**config.mk**
```make
export PLATFORM = sky130hd
export DESIGN_NAME = etapa_busqueda
export DESIGN_NICKNAME = d
export VERILOG_FILES = /design/src/rtl/busqueda_pkg.sv /design/src/rtl/buffer_salto_fetch.sv /design/src/rtl/etapa_busqueda.sv
export SDC_FILE = /design/constraint.sdc
export NUM_CORES = 1
export LEC_CHECK = 0
export CORE_ASPECT_RATIO = 1.75
export CORE_UTILIZATION = 36
export DETAILED_ROUTE_END_ITERATION = 10
export SKIP_LAST_GASP = 1
export SYNTH_ARGS = -nofsm -noshare
export SYNTH_HDL_FRONTEND = slang
export SYNTH_HIERARCHICAL = 1
export SYNTH_SLANG_ARGS = --single-unit
```
**constraint.sdc**
```tcl
create_clock -name clk -period 5 [get_ports clk]
set_input_delay 0.5 -clock clk [delete_from_list [all_inputs] [get_ports clk]]
set_output_delay 0.5 -clock clk [all_outputs]
set_load 0.03 [all_outputs]
```
**src/rtl/busqueda_pkg.sv**
```systemverilog
// Shared definitions for the instruction-fetch stage.
// Latency: none (package only).
// Backpressure: none (package only).
// Holds the FSM state type, PC defaults, instruction field positions and the
// R-type opcode value that the decode control unit also uses.
package busqueda_pkg;

   typedef enum logic {
      REQ        = 1'b0,
      WAIT_SPACE = 1'b1
   } state_t;

   localparam logic [31:0] RESET_PC_DEF = 32'h0000_0000;
   localparam int unsigned PC_INC_DEF   = 4;

   localparam int OPCODE_MSB = 31;
   localparam int OPCODE_LSB = 26;
   localparam int FUNCT_MSB  = 5;
   localparam int FUNCT_LSB  = 0;

   localparam logic [5:0] OP_RTYPE = 6'b000000;

endpackage

```
**src/rtl/buffer_salto_fetch.sv**
```systemverilog
// 2-entry output buffer (output register + skid entry) between fetch and decode.
// Latency: a push is visible on out_* the cycle after it is accepted.
// Backpressure: a push while the output is held and not fired lands in skid; full = skid occupied.
// Ports: push/push_instr/push_pc4 (new response), fire (output consumed),
//        flush (drop both entries), valid/out_instr/out_pc4 (output entry), full.
module buffer_salto_fetch #(
   parameter int unsigned ADDR_W = 32
) (
   input  logic              clk,
   input  logic              rst_n,
   input  logic              push,
   input  logic [31:0]       push_instr,
   input  logic [ADDR_W-1:0] push_pc4,
   input  logic              fire,
   input  logic              flush,
   output logic              valid,
   output logic              full,
   output logic [31:0]       out_instr,
   output logic [ADDR_W-1:0] out_pc4
);

   logic              out_vld_q, out_vld_d;
   logic [31:0]       out_instr_q, out_instr_d;
   logic [ADDR_W-1:0] out_pc4_q, out_pc4_d;
   logic              skid_vld_q, skid_vld_d;
   logic [31:0]       skid_instr_q, skid_instr_d;
   logic [ADDR_W-1:0] skid_pc4_q, skid_pc4_d;

   always_comb begin
      out_vld_d    = out_vld_q;
      out_instr_d  = out_instr_q;
      out_pc4_d    = out_pc4_q;
      skid_vld_d   = skid_vld_q;
      skid_instr_d = skid_instr_q;
      skid_pc4_d   = skid_pc4_q;
      if (flush) begin
         // Data is left in place; only the valid bits matter downstream.
         out_vld_d  = 1'b0;
         skid_vld_d = 1'b0;
      end else if (!out_vld_q || fire) begin
         // Output slot frees up this edge: skid has priority to keep order.
         if (skid_vld_q) begin
            out_vld_d   = 1'b1;
            out_instr_d = skid_instr_q;
            out_pc4_d   = skid_pc4_q;
            skid_vld_d  = push;
            if (push) begin
               skid_instr_d = push_instr;
               skid_pc4_d   = push_pc4;
            end
         end else begin
            out_vld_d = push;
            if (push) begin
               out_instr_d = push_instr;
               out_pc4_d   = push_pc4;
            end
         end
      end else if (push) begin
         skid_vld_d   = 1'b1;
         skid_instr_d = push_instr;
         skid_pc4_d   = push_pc4;
      end
   end

   always_ff @(posedge clk) begin
      if (!rst_n) begin
         out_vld_q    <= 1'b0;
         out_instr_q  <= '0;
         out_pc4_q    <= '0;
         skid_vld_q   <= 1'b0;
         skid_instr_q <= '0;
         skid_pc4_q   <= '0;
      end else begin
         out_vld_q    <= out_vld_d;
         out_instr_q  <= out_instr_d;
         out_pc4_q    <= out_pc4_d;
         skid_vld_q   <= skid_vld_d;
         skid_instr_q <= skid_instr_d;
         skid_pc4_q   <= skid_pc4_d;
      end
   end

   assign valid     = out_vld_q;
   assign full      = skid_vld_q;
   assign out_instr = out_instr_q;
   assign out_pc4   = out_pc4_q;

endmodule

```
**src/rtl/etapa_busqueda.sv**
```systemverilog
// Instruction-fetch stage: PC, req/ready imem port, redirect handling, decode handoff.
// Latency: id_valid rises the cycle after imem_ready; one instruction/cycle at zero wait.
// Backpressure: stall holds id_*; a second response goes to skid and fetch pauses until it drains.
// Ports: clk/rst_n; imem_req/imem_addr/imem_ready/imem_rdata (memory);
//        stall/redirect/redirect_pc (later stages); id_valid/id_instr/id_pc4/id_opcode/id_funct (decode).
module etapa_busqueda
   import busqueda_pkg::*;
#(
   parameter int unsigned       ADDR_W   = 32,
   parameter logic [ADDR_W-1:0] RESET_PC = ADDR_W'(RESET_PC_DEF),
   parameter int unsigned       PC_INC   = PC_INC_DEF
) (
   input  logic              clk,
   input  logic              rst_n,
   output logic              imem_req,
   output logic [ADDR_W-1:0] imem_addr,
   input  logic              imem_ready,
   input  logic [31:0]       imem_rdata,
   input  logic              stall,
   input  logic              redirect,
   input  logic [ADDR_W-1:0] redirect_pc,
   output logic              id_valid,
   output logic [31:0]       id_instr,
   output logic [ADDR_W-1:0] id_pc4,
   output logic [5:0]        id_opcode,
   output logic [5:0]        id_funct
);

   state_t            state_q, state_d;
   logic [ADDR_W-1:0] pc_q, pc_d;
   logic [ADDR_W-1:0] pend_pc_q, pend_pc_d;
   logic              drop_q, drop_d;
   logic [ADDR_W-1:0] pc_next;
   logic              fire;
   logic              push;
   logic              buf_full;

   assign pc_next = pc_q + ADDR_W'(PC_INC);
   assign fire    = id_valid & ~stall;

   always_comb begin
      state_d   = state_q;
      pc_d      = pc_q;
      pend_pc_d = pend_pc_q;
      drop_d    = drop_q;
      push      = 1'b0;
      imem_req  = rst_n & (state_q == REQ);
      imem_addr = pc_q;
      if (redirect) begin
         if (state_q == REQ && !imem_ready) begin
            // Request in flight: address must stay put, so park the target
            // and discard whatever comes back for the old address.
            drop_d    = 1'b1;
            pend_pc_d = redirect_pc;
         end else begin
            pc_d    = redirect_pc;
            state_d = REQ;
            drop_d  = 1'b0;
         end
      end else if (state_q == REQ) begin
         if (imem_ready) begin
            if (drop_q) begin
               pc_d   = pend_pc_q;
               drop_d = 1'b0;
            end else begin
               pc_d = pc_next;
               push = 1'b1;
               // Lands in skid when the output is held; pause fetching.
               if (id_valid && !fire) begin
                  state_d = WAIT_SPACE;
               end
            end
         end
      end else begin
         if (fire || !buf_full) begin
            state_d = REQ;
         end
      end
   end

   always_ff @(posedge clk) begin
      if (!rst_n) begin
         state_q   <= REQ;
         pc_q      <= RESET_PC;
         pend_pc_q <= RESET_PC;
         drop_q    <= 1'b0;
      end else begin
         state_q   <= state_d;
         pc_q      <= pc_d;
         pend_pc_q <= pend_pc_d;
         drop_q    <= drop_d;
      end
   end

   buffer_salto_fetch #(
      .ADDR_W (ADDR_W)
   ) u_buf (
      .clk        (clk),
      .rst_n      (rst_n),
      .push       (push),
      .push_instr (imem_rdata),
      .push_pc4   (pc_next),
      .fire       (fire),
      .flush      (redirect),
      .valid      (id_valid),
      .full       (buf_full),
      .out_instr  (id_instr),
      .out_pc4    (id_pc4)
   );

   assign id_opcode = id_instr[OPCODE_MSB:OPCODE_LSB];
   assign id_funct  = id_instr[FUNCT_MSB:FUNCT_LSB];

endmodule

```
==> results list, run 1 <==
- Starting utilization of the core area: 36.8%
* Post-route ant nets: 0
- The total area inside the core boundary comes to 26,700 µm².
- The floorplan step defined a die boundary enclosing 28,000 µm².
- Headroom to the max-slew limit came out at 18.4%.
- Number of global-route vias before repair: 7,748
* Antenna violations before repair: 0
* Leading cell type in the layout, fill and taps excluded: nand2_1
- After technology mapping, the gate count stands at 1,157.
- Clock buffer depth: 2
* Most used DFF post-synth: dfxtp_1
- The later pin in the worst-skew pair is clocked with a latency of 0.46 ns.
* EDFF count, synth: 0
* Synth Cell Area: 9830 µm²
* Measured slew at the worst slew-check pin: 1.22 ns
- The first detailed-routing pass took 5 iterations.
- The number of pins with negative max-slew slack in the final report is 0.
* Number of rows in the core area: 79
- The count of final hold-check violations came to 0.
- Reported leakage power: 4.74 nW
- For the finished layout, the period the worst path requires is 3.01 ns.
- FF-to-FF End: u_buf/out_pc4[28]
* Finish-stage setup viols: 0
- Total wire length: 27.3 mm
- Max-cap violations in this run came to 0.
- Status: finished clean
- Chip height: 221 µm
* Number of top-level design ports: 179
- Entering global routing, the biggest net connects 85 pins.
* R2R cell count: 8
- The critical path in this run is classified as reg2reg.
- Clock skew on the completed layout was measured at 0.0117 ns.
* Sinks on Clock Net: 196
- Die outline width: 127 µm
- Synthesis instantiated 62 different standard cells from the library.
* Number of DRC violations after detailed routing: 0
- Once the clock tree was built, the setup fixing pass inserted 0 buffers.
- Crit path required time: 5.35 ns
- Final estimated routing congestion in global placement: 0.836
- Clock-pin slew reported for the worst setup and hold paths after clock tree synthesis: 0.07 ns
- Ratio of final minimum period to clock period: 60.3%
- Once layout is complete, the utilization of the core stands at 45.2%.
- Area Overhead vs Synth: 22.7%
- Hold is met by 0.454 ns.
- Global routing used 19.7% of the available tracks across all layers.
- Accumulated negative setup slack: 0 ns
- Ratio of cells with drive above 1 in the final layout: 5.41%
* #FFs+latches synth: 196
- Global route overflow: 0
* Cts hold-fix bufs: 0
* Total power per unit cell area: 303 nW/µm²
- Wire length of the first global-routing pass: 42.8 mm
- Kind of launch point of the worst setup path: flop
- Achievable clock frequency: 332 MHz
- Count of placed standard cells in the final layout, fillers left out: 1,582
- During synthesis, Yosys emitted a total of 6 warnings.
- Number of nets produced by synthesis: 1,227
- Worst Hold Class: reg2reg
- The worst hold path begins at pend_pc_q[21].
- Highest fanout seen on the critical path: 11
- The number of placed instances, taps included, is 1,550.
- Per-instance average area after synthesis: 8.49 µm²
* Critical path endpoint category: flop
- Arrival time reported for the critical path endpoint: 3.37 ns
- Worst Hold Path Cells: 2
* Root Driver: clkbuf_16
* TritonCTS Buffers: 17
* Commonest cells after routing, fill and taps aside: nand2_1 (259), dfxtp_1 (195), clkdlybuf4s50_1 (176)
- Proportion of register bits with asynchronous set or reset after synthesis: 0%
- Detailed placement ended at an HPWL of 18.6 mm.
- Iteration-0 DRC count of the detailed router: 548
* Number of antenna diodes: 0
- Count of buffers from port buffering: 178
* Sequential share of the synthesized area: 39.9%
- The design draws 3.65 mW.
* Clock tree from TritonCTS: yes
- The startpoint identified for the worst register-to-register timing path is imem_addr[3].
- CTS H-tree depth: 4
* Total of cells resized after clock tree synthesis: 0
- Summing over every cut layer, the via total after detailed routing is 8,469.
- Setup slack on the worst flop-to-flop path: 1.99 ns
- Detailed-route vias per instance: 5.35
* Layout net count: 1,315
- Worst IR drop on VDD: 0.266 mV
- Setup repair after global routing left no endpoint under its margin.
* Wire per inst: 17.3 µm
- Hold Path End: pend_pc_q[21]
-- layer usage --
metal | global-route usage, % | vias to the layer above | share of wire, %
met1 | 22.7 | 4020 | 42
met4 | 9.25 | 0 | 3.3
met5 | 0 | - | 0
met2 | 35.2 | 200 | 52
li1 | - | 4204 | -
met3 | 3.55 | 45 | 3.6
-- layout make-up --
cell class	count	area [µm²]
timing repair buffer	191	1880
sequential	196	3930
inverter	14	52.6
multi-input combinational	825	5190
clock inverter	13	158
fill	2624	14600
clock buffer	19	443
tap	324	405
-- through the flow --
| step | setup slack (ns) | cell area [µm²] |
|---|---|---|
| floorplan | 2.59 | 9830 |
| global placement | 1.72 | 11500 |
| detailed placement | 1.68 | 11500 |
| CTS | 2.00 | 12100 |
| global route | 1.68 | 12100 |
| finish | 1.99 | 12100 |
-- sequential cells by signal (all words and copies together) (netlist names) --
register and count:
drop_q 1, imem_addr 32, pend_pc_q 32, state_q 1, u_buf/full 1, u_buf/out_instr 32
u_buf/out_pc4 32, u_buf/skid_instr_q 32, u_buf/skid_pc4_q 32, u_buf/valid 1
-- power breakdown --
| group | internal [mW] | switching (mW) | leakage (nW) | total [mW] |
|---|---|---|---|---|
| Clock | 0.798 | 0.641 | 0.285 | 1.44 |
| Sequential | 1.62 | 0.0620 | 1.60 | 1.68 |
| Combinational | 0.222 | 0.306 | 2.86 | 0.529 |
-- worst max path at each step --
stage / startpoint / to / slack [ns]
global placement: imem_ready / u_buf/out_pc4[15] / 1.72
floorplan: imem_addr[3] / u_buf/out_pc4[24] / 2.59
finish: imem_addr[3] / u_buf/out_pc4[28] / 1.99
global route: imem_addr[3] / u_buf/out_pc4[30] / 1.68
CTS: imem_addr[2] / u_buf/out_pc4[30] / 2.00
detailed placement: imem_ready / u_buf/out_instr[29] / 1.68
-- synth_stat cells (all sizes together) (2+ instances only) --
master / number / area (µm²)
o21ai: 37 / 185
a22oi: 2 / 15.0
nand4: 14 / 109
nor2: 42 / 158
or2: 5 / 31.3
a31oi: 5 / 31.3
and4: 6 / 52.6
nor3b: 5 / 37.5
nor3: 7 / 40.0
a211oi: 2 / 15.0
xor2: 7 / 61.3
or4: 2 / 18.8
mux2i: 134 / 1340
o22ai: 8 / 50.1
xnor2: 18 / 158
inv: 14 / 52.6
mux2: 2 / 26.3
a221oi: 4 / 35.0
and3: 8 / 50.1
nand3: 76 / 390
nor2b: 4 / 25.0
o31a: 7 / 61.3
buf: 73 / 488
or3: 7 / 43.8
clkbuf: 49 / 184
a21oi: 65 / 329
nor4: 9 / 83.8
o211ai: 5 / 37.5
a2bb2oi: 2 / 17.5
o211a: 65 / 651
nand2b: 2 / 12.5
dfxtp: 196 / 3920
nand2: 259 / 972
and2: 2 / 12.5
-- logic make-up after synthesis --
family | share of synthesized area (%)
AND/OR/NAND/NOR | 20.8
AO/OA/AOI/OAI | 15.5
flip-flops | 39.9
buffers and inverters | 7.37
multiplexers | 13.9
XOR/XNOR | 2.23
adder cells (fa/ha/maj) | 0.229
-- critical path, stage by stage (launching register included) --
cell	delay [ns]
dfxtp_1	0.46
ha_1	0.34
nand4_1	0.23
nor4_2	0.91
a31oi_1	0.23
or2_2	0.35
mux2i_1	0.13
nand3_1	0.09
o211a_1	0.16
Power figures use the tool's default switching activity.
==> run 2, diff against run 1 <==
==> constraint.sdc (replaced) <==
create_clock -name clk -period 2.8 [get_ports clk]
set_input_delay 0.28 -clock clk [delete_from_list [all_inputs] [get_ports clk]]
set_output_delay 0.28 -clock clk [all_outputs]
set_load 0.03 [all_outputs]
==> run 2 against run 1 <==
Effect of this change: sequential cell count unchanged; sequential power up 78%; fmax increased by 27%; sequential share of layout area is 0.37 points lower; combinational power rose by 86%; register-to-register slack worse by 1.6 ns; utilization up 0.53 points; wire length is 2.9% higher; global-route usage is 0.36 points higher; power rose by 74%; largest cell class unchanged.
==> results list, run 2 (synthesis gave the netlist of run 1 again) <==
- Die outline width: 127 µm
* Commonest cells after routing, fill and taps aside: nand2_1 (259), dfxtp_1 (195), clkdlybuf4s50_1 (175)
* Layout net count: 1,334
- Die Area: 28,000 µm²
- Critical path endpoint category: flop
- Starting utilization of the core area: 36.8%
- Across the routed clock network, the largest skew measured is 0.0110 ns.
- In this run the register-to-register setup slack is 0.43 ns.
* Highest metal layer with signal wires: met4
* Clock tree from TritonCTS: yes
- Clock buffer depth: 2
- The signal on the critical path passes through ha_1, nand3_2, or3_1, or4_4, xnor2_1, mux2i_1, nand3_1, o211a_1.
* Accumulated negative setup slack: 0 ns
- TritonCTS created 17 clock buffers.
* Total of cells resized after clock tree synthesis: 0
- Data on the critical path arrives at its endpoint at 2.72 ns.
- In this run, the number of DRC markers left after iteration 0 of detailed routing was 593.
- Number of top-level design ports: 179
- Setup repair after global routing left no endpoint under its margin.
- For this run the aggregate overflow at the end of global routing stands at 0.
- For this run, the slowest stage of the critical path takes 0.47 ns.
* Worst slack after detailed placement: 0.424 ns
- In this run the worst hold path is classified as in2reg.
- WL met3: 903 µm
- Achievable clock frequency: 421 MHz
* Maximum number of pins on one net before global-route repair: 91
- Cts hold-fix bufs: 0
- Status: finished clean
- VDD sags by at most 0.448 mV.
- Initial DRT Pass Iterations: 5
* Ratio of cells with drive above 1 in the final layout: 6.43%
- Chip height: 221 µm
* Area Overhead vs Synth: 24.1%
* Wire per inst: 17.6 µm
- Switching power total: 1.73 mW
- The via count of the first global-routing pass came to 7,795.
* Total power per unit cell area: 521 nW/µm²
- Final hold violation count: 0
- Number of DRC violations after detailed routing: 0
- The slowest stage of the critical path belongs to the cell or4_4.
- Number of buffers added for setup after CTS: 0
- At the worst endpoint, the required time is 3.15 ns.
- CTS placed an instance of clkbuf_16 at the clock tree root.
- Worst slack on hold paths: 0.203 ns
- Post-route ant nets: 0
* Wire length of the first global-routing pass: 43.5 mm
- Clock-pin slew reported for the worst setup and hold paths after clock tree synthesis: 0.07 ns
- Detail Route met2 WL: 14.9 mm
- The internal portion of the total power is 4.62 mW.
* Total half-perimeter wirelength after legalization and detailed placement: 19.5 mm
- Post-Route M1 WL: 11.7 mm
- Ratio of final minimum period to clock period: 84.8%
- Number of antenna diodes: 0
- Slew Viols, Final: 0
- Final estimated routing congestion in global placement: 0.869
- The setup path with the least slack is of type reg2reg.
- Detailed routing inserted a total of 8,451 vias.
- Placed instance area: 11,600 µm²
- The initial antenna violation count came to 0.
- Reported leakage power: 4.84 nW
* Source-to-sink clock delay at the later pin of the worst-skew pair: 0.45 ns
* Total wire length: 28.1 mm
- After layout, the worst setup slack is 0.426 ns.
- Flop pwr share: 47.1%
* Highest fanout seen on the critical path: 5
- Count of buffers from port buffering: 178
* Number of rows in the core area: 79
- Per report_power, the clock group accounts for 37.4% of the total.
- Global routing used 20.1% of the available tracks across all layers.
- The worst pin sits at a relative slew slack of 41.2%.
- Power share of the combinational group: 15.5%
- Summing all non-filler instances in the final layout gives an area of 12,200 µm².
- CORE AREA: 26,700 µm²
- Measured slew at the worst slew-check pin: 0.883 ns
- Using the TritonRoute via totals, the vias-per-cell ratio works out to 5.28.
- Finish-stage setup viols: 0
- The clock net in this run drives a total of 196 sinks.
- The library cell used most frequently in the layout, excluding fill and tap cells, is nand2_1.
- Time the worst path needs with I/O delays and setup: 2.37 ns
* Kind of launch point of the worst setup path: flop
- # Max-Cap Violations: 0
- In this run switching power makes up 27.2% of total power.
- CTS H-tree depth: 4
[run 2: cell count changes in the layout (fill, tap and decap cells not counted), sizes merged]
| cell | change |
|---|---|
| buf | +20 |
| clkbuf | +8 |
| clkinv | -3 |
| clkinvlp | -3 |
| bufinv | -2 |
| clkdlybuf4s50 | -1 |
| inv | -1 |
[run 2: cell type report]
class	count	area, µm²
timing repair buffer	210	2070
fill	2649	14500
multi-input combinational	825	5190
inverter	14	52.6
clock inverter	4	47.5
tap	324	405
sequential	196	3930
clock buffer	27	503
[run 2: power by group through the flow]
| stage | logic, mW | registers, mW | clock network, mW |
|---|---|---|---|
| finish | 0.982 | 2.99 | 2.38 |
| global route | 1.06 | 3.01 | 2.56 |
| CTS | 0.990 | 2.99 | 2.44 |
| detailed placement | 0.987 | 3.06 | 0 |
| global placement | 0.979 | 3.05 | 0 |
| floorplan | 0.461 | 3.17 | 0 |
[run 2: through the flow]
step | cells | util [%] | power, mW
finish | 1600 | 45.7 | 6.35
global route | 1600 | 45.7 | 6.62
CTS | 1600 | 45.7 | 6.42
detailed placement | 1569 | 43.6 | 4.04
global placement | 1569 | 43.6 | 4.03
floorplan | 1157 | - | 3.63
[run 2: path summary, 6_finish.rpt]
check | start | endpoint | depth (start not counted)
max reg2reg | imem_addr[2] | u_buf/out_pc4[24] | 8
min | redirect | state_q | 2
min reg2reg | pend_pc_q[6] | pend_pc_q[6] | 2
max | imem_addr[2] | u_buf/out_pc4[24] | 8
[run 2: worst max-delay path: cells and delay by family, from the launching register on]
kind                     cells  cell delay, ns
AO/OA/AOI/OAI                1            0.14
XOR/XNOR                     1            0.15
adder cells (fa/ha/maj)      1            0.32
flip-flops                   1            0.34
multiplexers                 1            0.14
AND/OR/NAND/NOR              4            1.19
[run 2: layer usage]
layer | global-route usage [%] | vias up
li1 | - | 4227
met1 | 23.3 | 4004
met3 | 3.24 | 30
met2 | 36.6 | 190
met4 | 7.66 | 0
met5 | 0 | -
==> run 3, diff against run 2 <==
==> constraint.sdc (replaced) <==
create_clock -name clk -period 2.45 [get_ports clk]
set_input_delay 0.245 -clock clk [delete_from_list [all_inputs] [get_ports clk]]
set_output_delay 0.245 -clock clk [all_outputs]
set_load 0.03 [all_outputs]
==> run 3 against run 2 <==
Effect of this change: die area unchanged; utilization up 0.79 points; design area up 1.7%; sequential share of layout area down 0.55 points; clock-buffer cell count down 6; worst setup slack worse by 0.30 ns; sequential power up 14%; critical path type unchanged; largest cell class unchanged; largest power group unchanged.
==> results list, run 3 (synthesis gave the netlist of run 1 again) <==
- CORE AREA: 26,700 µm²
- In this run the static leakage power is 4.97 nW.
- Slew Viols, Final: 0
* Measured slew at the worst slew-check pin: 0.652 ns
- For this run, the post-layout net count is 1,355.
* Worst IR drop on VDD: 0.537 mV
- Clock group share of total power: 37.2%
* Flop pwr share: 46.9%
- The first detailed-routing pass took 5 iterations.
- Cell internal pwr: 5.27 mW
- Number of global-route vias before repair: 8,283
* Critical path endpoint category: flop
* Number of DRC violations after detailed routing: 0
- The tree built by TritonCTS fans out to 196 sinks.
- Counting tap cells, the placed design contains a total of 1,590 instances.
- Type of the setup path with the least slack: reg2reg
* Wire length of the first global-routing pass: 43.8 mm
* Starting utilization of the core area: 36.8%
- CTS built an H-tree with a depth of 4.
- Time the worst path needs with I/O delays and setup: 2.32 ns
- Compared with the post-synthesis result, the final layout area differs by 26.2%.
- Worst Hold Class: in2reg
* Root Driver: clkbuf_16
- The worst setup path is launched from a flop.
- In this run the horizontal extent of the chip is 127 µm.
- Ratio of cells with drive above 1 in the final layout: 8.25%
* Total power per unit cell area: 586 nW/µm²
- Switching part of the total: 27.4%
* Commonest cells after routing, fill and taps aside: nand2_1 (259), dfxtp_1 (195), clkdlybuf4s50_1 (175)
- At the worst endpoint, the arrival time is 2.66 ns.
- Source-to-sink clock delay at the later pin of the worst-skew pair: 0.45 ns
- In this run the post-CTS setup repair buffer count came out at 0.
- Total of cells resized after clock tree synthesis: 0
* Total half-perimeter wirelength after legalization and detailed placement: 19.7 mm
- Global route overflow: 0
- Headroom to the max-slew limit came out at 56.6%.
- Maximum number of pins on one net before global-route repair: 115
- Setup violations remaining at the end of the flow were counted as 0.
* # Max-Cap Violations: 0
- Status: finished clean
- Power share of the combinational group: 15.9%
- Buffers placed on the I/O ports in this run total 178.
- Buffers inserted to repair hold after CTS numbered 0.
- TritonCTS built the clock tree.
- The final route contains 8,531 vias.
* Detailed-route vias per instance: 5.26
* Final worst clock skew: 0.0117 ns
* Chip height: 221 µm
- Clock buffer depth: 2
* Achievable clock frequency: 431 MHz
- Antenna violations before repair: 0
* Crit path required time: 2.79 ns
* Number of top-level design ports: 179
- For this design the total switching power over the nets is 1.99 mW.
* Final hold violation count: 0
* Post-route ant nets: 0
- Dividing the detail-routed wire length by the instance count gives 17.1 µm.
* Number of antenna diodes: 0
- Aggregate global-route resource usage: 20.1%
- The die covers 28,000 µm².
- The floorplan has 79 rows.
* Final estimated routing congestion in global placement: 0.867
* Leading cell type in the layout, fill and taps excluded: nand2_1
* Clock-pin slew reported for the worst setup and hold paths after clock tree synthesis: 0.07 ns
- RSZ-0062 raised after global routing: no
- Count of placed standard cells in the final layout, fillers left out: 1,621
- The worst path uses 94.8% of the clock period.
- Highest fanout seen on the critical path: 5
* TritonCTS Buffers: 17
- In this run, the number of DRC markers left after iteration 0 of detailed routing was 396.
- Total wire length: 27.7 mm
- Accumulated negative setup slack: 0 ns
## run 3: cell types whose count changed in the layout (fill, tap and decap cells not counted)
cell and delta:
buf_12 +4, buf_4 +17, clkbuf_1 -4, clkbuf_16 +1, clkbuf_8 -3, clkinv_2 +5, clkinv_4 +1
## run 3: layout make-up
class,instances,area [µm²]
timing repair buffer,231,2270
clock inverter,10,81.3
fill,2656,14300
sequential,196,3930
clock buffer,21,472
tap,324,405
inverter,14,52.6
multi-input combinational,825,5190
## run 3: per-layer routing
layer  global-route usage [%]  vias to the layer above  part of all wire [%]
met3                     3.26                       51                   3.5
met5                        0                        -                     0
met1                     22.6                     4011                    41
li1                         -                     4265                     -
met2                     36.0                      204                    52
met4                     10.8                        0                   4.1
## run 3: power by group through the flow
stage          Sequential, mW  Clock, mW  Combinational, mW
6_report                 3.41       2.70               1.16
3_5_place_dp             3.48          0               1.16
5_1_grt                  3.42       2.94               1.25
2_1_floorplan            3.62          0              0.527
4_1_cts                  3.41       2.81               1.17
3_3_place_gp             3.48          0               1.15
## run 3: worst max-delay path, stage by stage, from the launching register on
cell	delay (ns)
dfxtp_1	0.34
ha_1	0.29
nand3_2	0.11
or3_1	0.43
or4_4	0.48
xnor2_1	0.16
mux2i_1	0.17
nand3_1	0.10
o211a_1	0.14
## run 3: final timing paths
path	start	to	cells past startpoint	slack [ns]
setup reg to reg	imem_addr[2]	u_buf/out_pc4[24]	8	0.13
hold / removal	rst_n	imem_addr[23]	2	0.13
setup / recovery	imem_addr[2]	u_buf/out_pc4[24]	8	0.13
hold reg to reg	pend_pc_q[10]	pend_pc_q[10]	2	0.45
## run 3: through the flow
step	hold WS, ns	instance area, µm²	setup WS [ns]	utilization [%]	total power, mW
floorplan	0.381	9830	0.0400	-	4.15
global route	0.116	12400	0.00334	46.5	7.62
finish	0.131	12400	0.128	46.5	7.27
global placement	0.441	11900	0.138	44.4	4.63
CTS	0.100	12400	0.107	46.5	7.38
detailed placement	0.447	11900	0.125	44.4	4.64
